--- config.mk ---
export PLATFORM = sky130hd
export DESIGN_NAME = key_scan_ctrl
export DESIGN_NICKNAME = d
export VERILOG_FILES = /design/src/rtl/key_pkg.sv /design/src/rtl/key_sync.sv /design/src/rtl/key_scan_ctrl.sv
export SDC_FILE = /design/constraint.sdc
export NUM_CORES = 1
export LEC_CHECK = 0
export ABC_AREA = 1
export ABC_CLOCK_PERIOD_IN_PS = 3700
export BUFFER_PORTS_ARGS = -buffer_cell sky130_fd_sc_hd__buf_2
export CAP_MARGIN = 10
export CORE_MARGIN = 1
export CORE_UTILIZATION = 48
export DETAILED_ROUTE_END_ITERATION = 10
export GPL_TIMING_DRIVEN = 0
export PLACE_DENSITY = 0.65
export SLEW_MARGIN = 30
export SYNTH_ARGS = -nofsm -noshare
export SYNTH_HDL_FRONTEND = slang
export SYNTH_SLANG_ARGS = --single-unit
--- constraint.sdc ---
create_clock -name sys_clk -period 3.7 [get_ports sys_clk]
set_input_delay 0.74 -clock sys_clk [delete_from_list [all_inputs] [get_ports sys_clk]]
set_output_delay 0.74 -clock sys_clk [all_outputs]
set_load 0.02 [all_outputs]
--- src/rtl/key_pkg.sv ---
// key_pkg: shared types and constants for the key scan controller.
// Holds the FSM state encoding, default timings and the pin idle level.
package key_pkg;

  typedef enum logic [1:0] {
    SCAN     = 2'd0,
    PRESS_DB = 2'd1,
    HOLD     = 2'd2,
    REL_DB   = 2'd3
  } state_t;

  // 20 ms debounce and 1 s long press at 50 MHz
  localparam int DEF_DB_CNT   = 1_000_000;
  localparam int DEF_LONG_CNT = 50_000_000;

  localparam logic KEY_RELEASED = 1'b1;

endpackage

--- src/rtl/key_sync.sv ---
// key_sync: W-bit two-flop synchronizer for raw key pins.
// Ports: sys_clk, sys_rst_n (async low), d (raw), q (synced, resets released).
module key_sync
  import key_pkg::*;
#(
  parameter int W = 4
) (
  input  logic         sys_clk,
  input  logic         sys_rst_n,
  input  logic [W-1:0] d,
  output logic [W-1:0] q
);

  logic [W-1:0] s1;

  always_ff @(posedge sys_clk or negedge sys_rst_n) begin
    if (!sys_rst_n) begin
      s1 <= {W{KEY_RELEASED}};
      q  <= {W{KEY_RELEASED}};
    end else begin
      s1 <= d;
      q  <= s1;
    end
  end

endmodule

--- src/rtl/key_scan_ctrl.sv ---
// key_scan_ctrl: round-robin key debouncer with one shared counter.
// Ports: sys_clk, sys_rst_n, key_in (low = pressed), key_pulse,
// long_pulse (one-cycle, one-hot), key_code (serviced index), busy.
module key_scan_ctrl
  import key_pkg::*;
#(
  parameter int KEY_NUM  = 4,
  parameter int IDX_W    = 2,
  parameter int DB_CNT   = DEF_DB_CNT,
  parameter int LONG_CNT = DEF_LONG_CNT,
  parameter int CNT_W    = 26
) (
  input  logic               sys_clk,
  input  logic               sys_rst_n,
  input  logic [KEY_NUM-1:0] key_in,
  output logic [KEY_NUM-1:0] key_pulse,
  output logic [KEY_NUM-1:0] long_pulse,
  output logic [IDX_W-1:0]   key_code,
  output logic               busy
);

  localparam logic [IDX_W-1:0] LAST_IDX  = IDX_W'(KEY_NUM - 1);
  localparam logic [CNT_W-1:0] DB_LAST   = CNT_W'(DB_CNT - 1);
  localparam logic [CNT_W-1:0] LONG_LAST = CNT_W'(LONG_CNT - 1);

  logic [KEY_NUM-1:0] ks;

  key_sync #(.W(KEY_NUM)) u_sync (
    .sys_clk   (sys_clk),
    .sys_rst_n (sys_rst_n),
    .d         (key_in),
    .q         (ks)
  );

  state_t             state, nxt_state;
  logic [IDX_W-1:0]   ptr, nxt_ptr;
  logic [IDX_W-1:0]   cur, nxt_cur;
  logic [IDX_W-1:0]   nxt_code;
  logic [CNT_W-1:0]   cnt, nxt_cnt;
  logic               long_done, nxt_long_done;
  logic [KEY_NUM-1:0] nxt_kp, nxt_lp;
  logic               cur_rel;

  function automatic logic [IDX_W-1:0] inc_idx(
    input logic [IDX_W-1:0] i
  );
    return (i == LAST_IDX) ? '0 : i + 1'b1;
  endfunction

  assign cur_rel = (ks[cur] == KEY_RELEASED);
  assign busy    = (state != SCAN);

  always_comb begin
    nxt_state     = state;
    nxt_ptr       = ptr;
    nxt_cur       = cur;
    nxt_code      = key_code;
    nxt_cnt       = cnt;
    nxt_long_done = long_done;
    nxt_kp        = '0;
    nxt_lp        = '0;
    unique case (state)
      SCAN: begin
        nxt_ptr = inc_idx(ptr);
        if (ks[ptr] != KEY_RELEASED) begin
          nxt_cur   = ptr;
          nxt_code  = ptr;
          nxt_cnt   = '0;
          nxt_state = PRESS_DB;
        end
      end
      PRESS_DB: begin
        if (cur_rel) begin
          nxt_cnt   = '0;
          nxt_ptr   = inc_idx(cur);
          nxt_state = SCAN;
        end else if (cnt == DB_LAST) begin
          nxt_kp[cur]   = 1'b1;
          nxt_cnt       = '0;
          nxt_long_done = 1'b0;
          nxt_state     = HOLD;
        end else begin
          nxt_cnt = cnt + 1'b1;
        end
      end
      HOLD: begin
        if (cur_rel) begin
          nxt_cnt   = '0;
          nxt_state = REL_DB;
        end else if (cnt == LONG_LAST) begin
          // saturated; long_done keeps this to one pulse per press
          if (!long_done) begin
            nxt_lp[cur]   = 1'b1;
            nxt_long_done = 1'b1;
          end
        end else begin
          nxt_cnt = cnt + 1'b1;
        end
      end
      REL_DB: begin
        if (!cur_rel) begin
          nxt_cnt   = '0;
          nxt_state = HOLD;
        end else if (cnt == DB_LAST) begin
          nxt_cnt   = '0;
          nxt_ptr   = inc_idx(cur);
          nxt_state = SCAN;
        end else begin
          nxt_cnt = cnt + 1'b1;
        end
      end
      default: nxt_state = SCAN;
    endcase
  end

  always_ff @(posedge sys_clk or negedge sys_rst_n) begin
    if (!sys_rst_n) begin
      state      <= SCAN;
      ptr        <= '0;
      cur        <= '0;
      key_code   <= '0;
      cnt        <= '0;
      long_done  <= 1'b0;
      key_pulse  <= '0;
      long_pulse <= '0;
    end else begin
      state      <= nxt_state;
      ptr        <= nxt_ptr;
      cur        <= nxt_cur;
      key_code   <= nxt_code;
      cnt        <= nxt_cnt;
      long_done  <= nxt_long_done;
      key_pulse  <= nxt_kp;
      long_pulse <= nxt_lp;
    end
  end

endmodule

# Yosys cells after proc, flatten, opt, wreduce, memory -nomap -nowiden
# Index checks and enable logic that the tools add are counted.
# word_totals
ff_bits	49
word_cells	83
# op_classes
addsub	3
magnitude_cmp	3
n_eq_ne	19
muxes	38
bitwise_logic	1
n_reduce_logical	10
# op_table
operator	n
two-way mux 26 bit	6
one-hot mux 26 bit (4 select lines)	1
two-way mux 4 bit	7
adder 26 x 1 -> 26 bit (second input constant)	1
== test 26 x 20 -> 1 bit (second input constant)	1
== test 26 bit (second input constant)	1
two-way mux 2 bit	11
inequality test 2 bit (second input constant)	9
inequality test 3 bit (second input constant)	3
== test 2 bit (second input constant)	4
one-hot mux 2 bit (4 select lines)	1
AND reduction 4 bit	2
two-way mux 1 bit	7
less-than comparator 2 x 3 -> 1 bit (second input constant)	2
one-hot mux 2 bit (3 select lines)	1
AND reduction 5 bit	1
adder 2 x 1 -> 2 bit (second input constant)	2
binary-select mux 1 bit (select 2 bit)	2
AND reduction 2 bit	2
nonzero test 2 bit	2
nonzero test 3 bit	1
demux 1 bit (select 2 bit)	1
== test 2 x 1 -> 1 bit (second input constant)	1
greater-or-equal comparator 2 x 1 -> 1 bit (second input constant)	1
other kinds (4)	4

# Longest topological paths before layout
# logic_depth
ltp_word	8
mapped_depth	12
depth_no_buf	11

# Hierarchy
# Synthesis repeated with hierarchy kept, for this count alone.
# hier_totals
cells_unflattened	388
area_unflattened_um2	2967.8
# by_module_without_submodules
module	instances	cells_per_inst	area_each_um2
key_scan_ctrl	1	380	2757.6
key_sync	1	8	210.2

# Worst setup path before layout
# No wires, ideal clock.
# synth_path
path_kind	register -> register
startpoint	register cur[0]
endpoint	register cnt[4]
t_arrival_ns	1.521
required_ns	3.570
slack_ns	2.049
stages_incl_launch_ff	10
n_path_buf	1
cell_sequence	dfrtp_1 -> inv_2 -> nand2_1 -> nand2_1 -> nand2_1 -> nand2_2 -> buf_1 -> nor3_1 -> nor3_1 -> o21ai_0
# synth_between
elab_chain_len	4
word_cells_on_any_way	8
cone_classes	eq/ne: 1; mux: 6; reduce/logical: 1
# synth_rtl
item	line	text
start: declaration	key_scan_ctrl.sv:37	logic [IDX_W-1:0] cur, nxt_cur;
start signal: assignment	key_scan_ctrl.sv:129	cur <= nxt_cur;
binary-select mux 1 bit (select 2 bit) *	key_scan_ctrl.sv:50	assign cur_rel = (ks[cur] == KEY_RELEASED);
two-way mux 1 bit (implied by the code) *	key_scan_ctrl.sv:50	
two-way mux 26 bit (tied with other cells)	key_scan_ctrl.sv:101	if (!cur_rel) begin
one-hot mux 26 bit (4 select lines) / AND reduction 2 bit (equally long branches)	n/a	
end signal: assignment	key_scan_ctrl.sv:131	cnt <= nxt_cnt;
end: declaration	key_scan_ctrl.sv:39	logic [CNT_W-1:0] cnt, nxt_cnt;
# Mark *: on every way between the ends. The rest lies on a longest branch, timed or not. The select of a mux whose other input is x is not followed.
# A chain may end at the register's enable or synchronous reset.

# Worst setup path after layout
# layout_path
startpoint	register state[0]
endpoint	output busy
# layout_between
elab_chain_len	1
# layout_rtl
item	line	text
start: declaration	key_scan_ctrl.sv:35	state_t state, nxt_state;
start signal: assignment	key_scan_ctrl.sv:127	state <= nxt_state;
nonzero test 2 bit	key_scan_ctrl.sv:51	assign busy = (state != SCAN);
end: declaration	key_scan_ctrl.sv:19	output logic busy
# Every way passes these cells.

==> reports/results.md <==
| Result | Reported | Unit |
|---|---|---|
| Run status | complete, no violations | - |
| Met2 Track Usage GR | 37.79 | % |
| Start point of the critical path | state[0] | - |
| Number of primary I/O pins | 17 | - |
| Type of the most critical hold path | flop to flop | - |
| Most instantiated library cell after synthesis | sky130_fd_sc_hd__nand2_1 | - |
| Number of enable-type register cells in the synthesized netlist | 0 | - |
| Worst Path Required | 2.96 | ns |
| Leakage power total | 1.559 | nW |
| Start of the worst register-to-register path | cnt[1] | - |
| Top flip-flop cell by instance count after synthesis | sky130_fd_sc_hd__dfrtp_1 | - |
| Met1 Usage GRT | 37.01 | % |
| Time the worst path needs with I/O delays and setup | 2.339 | ns |
| Ant diodes | 0 | - |
| Setup TNS | 0 | ns |
| Total via count in the routed design | 2838 | - |
| Clock transition at the register clock pins on the worst setup and hold paths after CTS | 0.09 | ns |
| Final clock skew | 0.009220 | ns |
| Data arrival at the endpoint of the critical path | 1.60 | ns |
| Clock tree root buffer cell | sky130_fd_sc_hd__clkbuf_8 | - |
| Cts bufs inserted | 5 | - |
| Postcts setup bufs | 0 | - |
| Detailed-route wire length | 7809 | um |
| Final Slew Violations | 0 | - |
| Cell taking the most area after synthesis | sky130_fd_sc_hd__dfrtp_1 | - |
| Worst slew pin tran | 0.6109 | ns |
| Die width | 82.76 | um |
| Die outline area | 6849 | um2 |
| Final non-filler cell total | 526 | - |
| Maximum ir drop on the vdd rail | 0.2890 | mV |
| Hold wc startpoint | u_sync.s1[0] | - |
| Number of gates resized after cts | 0 | - |
| Critical path type | flop to output port | - |
| Count of warnings emitted by yosys | 0 | - |
| Number of global-route vias before repair | 2534 | - |
| Later-pin clock latency in the skew report | 0.31 | ns |
| Clock net sink count | 49 | - |
| GRT Residual Overflow | 0 | - |
| Fraction of final layout cells with drive strength greater than 1 | 17.82 | % |
| Total Power | 1.768 | mW |
| Number of library cell types mapped by synthesis | 39 | - |
| Ranking of synthesized cells by instance count | sky130_fd_sc_hd__nand2_1, sky130_fd_sc_hd__nor2_1, sky130_fd_sc_hd__dfrtp_1 | - |
| Worst hold margin | 0.3600 | ns |
| Routed len/inst | 14.85 | um |
| Nature of the critical path startpoint | flop | - |
| Area added between synthesis and finish | 8.593 | % |
| Number of nets in the finished design | 460 | - |
| RSZ-0062 raised after global routing | false | - |
| Rows | 29 | - |
| Global-route usage over all layers | 25.28 | % |
| Type of element capturing the critical path | output port | - |
| Hold Vio Cnt, Final | 0 | - |
| Hold-fix buffers at CTS | 0 | - |
| Cells taking the most area after synthesis | sky130_fd_sc_hd__dfrtp_1, sky130_fd_sc_hd__nand2_1, sky130_fd_sc_hd__nor2_1, sky130_fd_sc_hd__dfstp_2, sky130_fd_sc_hd__nand3_1 | - |
| Die height | 82.76 | um |
| # Max-Cap Violations | 0 | - |
| TritonCTS clock tree | yes | - |
| Number of optimization iterations in the first detailed-route pass | 4 | - |
| Global-route wire length before repair | 12700 | um |
| Number of routed nets with antenna violations | 0 | - |
| Count of mapped cells out of synthesis | 425 | - |
| Half-perimeter wire length of the detailed placement result | 5955 | um |
| Most congested layer reported by global routing | met2 | - |
| 1st-iter DRT viols | 221 | - |
| Syn Nets | 437 | - |
| # DRC | 0 | - |
| Relative max-transition margin | 59.28 | % |
| Core outline area | 6314 | um2 |
| Synth async-reset ratio | 100.0 | % |
| Syn avg cell area | 7.366 | um2 |
| Critical path peak fanout | 9 | - |
| Placer Congestion | 0.9027 | - |
| Cell total after placement | 518 | - |
| Reg2reg setup slack | 1.61 | ns |
| Combined area of all synthesized cells | 3131 | um2 |
| Achievable clock frequency | 427.5 | MHz |
| Final-report setup violation count | 0 | - |
| Final standard cell utilization of the core | 53.84 | % |
| Number of antenna violations at the first check in global routing | 0 | - |
| Synth top area share | 32.77 | % |
| Number of buffers on the longest clock path | 2 | - |
| Pin count of the biggest net entering global routing | 50 | - |
| Sequential-to-total area share from yosys stat | 39.49 | % |
| H-tree level count | 2 | - |
| I/O Buffers | 16 | - |
| Initial standard-cell utilization of the core | 49.58 | % |
| Portion of the clock cycle consumed by the worst path in the final layout | 63.22 | % |
| Ratio of routed vias to standard cells | 5.395 | - |
| Power per unit of standard cell area | 520.0 | nW/um2 |
| Global Route met3 Usage | 4.066 | % |
| Flip-flop and latch count after synthesis | 49 | - |
[per-layer routing]
| metal | routed length, um | vias up |
|---|---|---|
| met1 | 3854 | 1334 |
| li1 | - | 1420 |
| met2 | 3469 | 73 |
| met5 | 0 | - |
| met3 | 360 | 11 |
| met4 | 125 | 0 |
[where the power goes]
part	total [mW]	switching [mW]	internal, mW	leakage, nW
combinational	0.782	0.572	0.210	0.867
sequential	0.649	0.0600	0.589	0.645
clock	0.337	0.202	0.135	0.0462
total	1.77	0.834	0.934	1.56
[metrics by stage]
step / cell area (um2) / worst slack, ns
final: 3400 / 1.361
after floorplan: 3131 / 2.049
after detailed placement: 3309 / 1.689
after global placement: 3307 / 1.703
after CTS: 3400 / 1.374
after global routing: 3400 / 1.283
[sequential cells by signal, summed over array words and instances, names as in the netlist, named ones only]
signal      flops
cnt            26
key_pulse       4
long_pulse      4
u_sync.q        4
u_sync.s1       4
cur             2
ptr             2
long_done       1
state           1
[cell usage in the layout, fill, tap and decap left out, types with 2 or more instances in the layout]
cell type	netlist	routed
sky130_fd_sc_hd__a21oi_1	2	2
sky130_fd_sc_hd__a21oi_2	3	3
sky130_fd_sc_hd__a31oi_1	3	3
sky130_fd_sc_hd__buf_2	2	17
sky130_fd_sc_hd__buf_4	1	2
sky130_fd_sc_hd__buf_6	2	2
sky130_fd_sc_hd__clkbuf_8	0	5
sky130_fd_sc_hd__clkinv_1	2	3
sky130_fd_sc_hd__dfrtp_1	41	41
sky130_fd_sc_hd__dfstp_2	8	8
sky130_fd_sc_hd__ha_1	6	6
sky130_fd_sc_hd__inv_1	37	37
sky130_fd_sc_hd__inv_2	5	5
sky130_fd_sc_hd__inv_6	1	2
sky130_fd_sc_hd__nand2_1	122	122
sky130_fd_sc_hd__nand2_2	4	4
sky130_fd_sc_hd__nand2_4	3	3
sky130_fd_sc_hd__nand3_1	38	38
sky130_fd_sc_hd__nand3_2	4	4
sky130_fd_sc_hd__nand3b_1	4	4
sky130_fd_sc_hd__nand4_1	22	22
sky130_fd_sc_hd__nor2_1	62	62
sky130_fd_sc_hd__nor2_2	4	4
sky130_fd_sc_hd__nor2_4	4	4
sky130_fd_sc_hd__nor3_1	10	10
sky130_fd_sc_hd__nor3_2	2	2
sky130_fd_sc_hd__o21ai_0	7	7
sky130_fd_sc_hd__o21ai_1	2	2
sky130_fd_sc_hd__o21ai_2	8	8
sky130_fd_sc_hd__or2_2	2	2
sky130_fd_sc_hd__xor2_1	5	5
[worst paths after layout]
path,end,cells after the start
setup / recovery,busy,4
hold / removal,u_sync.q[0],0
setup reg to reg,cnt[12],10
hold reg to reg,u_sync.q[0],0
max in group asynchronous,cnt[4],1
min in group asynchronous,key_pulse[2],1
[worst max-delay path: stages, from the launching register on]
cell and delay (ns):
sky130_fd_sc_hd__dfrtp_1 0.36, sky130_fd_sc_hd__buf_2 0.18, sky130_fd_sc_hd__nor2_2 0.36, sky130_fd_sc_hd__inv_1 0.19, sky130_fd_sc_hd__buf_2 0.20
[final cells by class]
type / instances / area (um2)
Multi-Input combinational cell: 324 / 1672
Buffer: 6 / 43.79
Inverter: 46 / 178.9
Sequential cell: 49 / 1236
Tap cell: 77 / 96.34
Clock buffer: 5 / 68.82
Timing Repair Buffer: 16 / 82.58
Clock inverter: 3 / 21.27
Fill cell: 611 / 2914
[logic make-up after synthesis]
logic type | after synthesis | synth area share [%]
AND/OR/NAND/NOR | 283 | 42.57
XOR/XNOR | 6 | 1.679
buffers and inverters | 52 | 7.114
adder cells (fa/ha/maj) | 6 | 2.398
flip-flops | 49 | 39.49
multiplexers | 1 | 0.3198
AO/OA/AOI/OAI | 28 | 6.435
(Power assumes the default switching activity.)
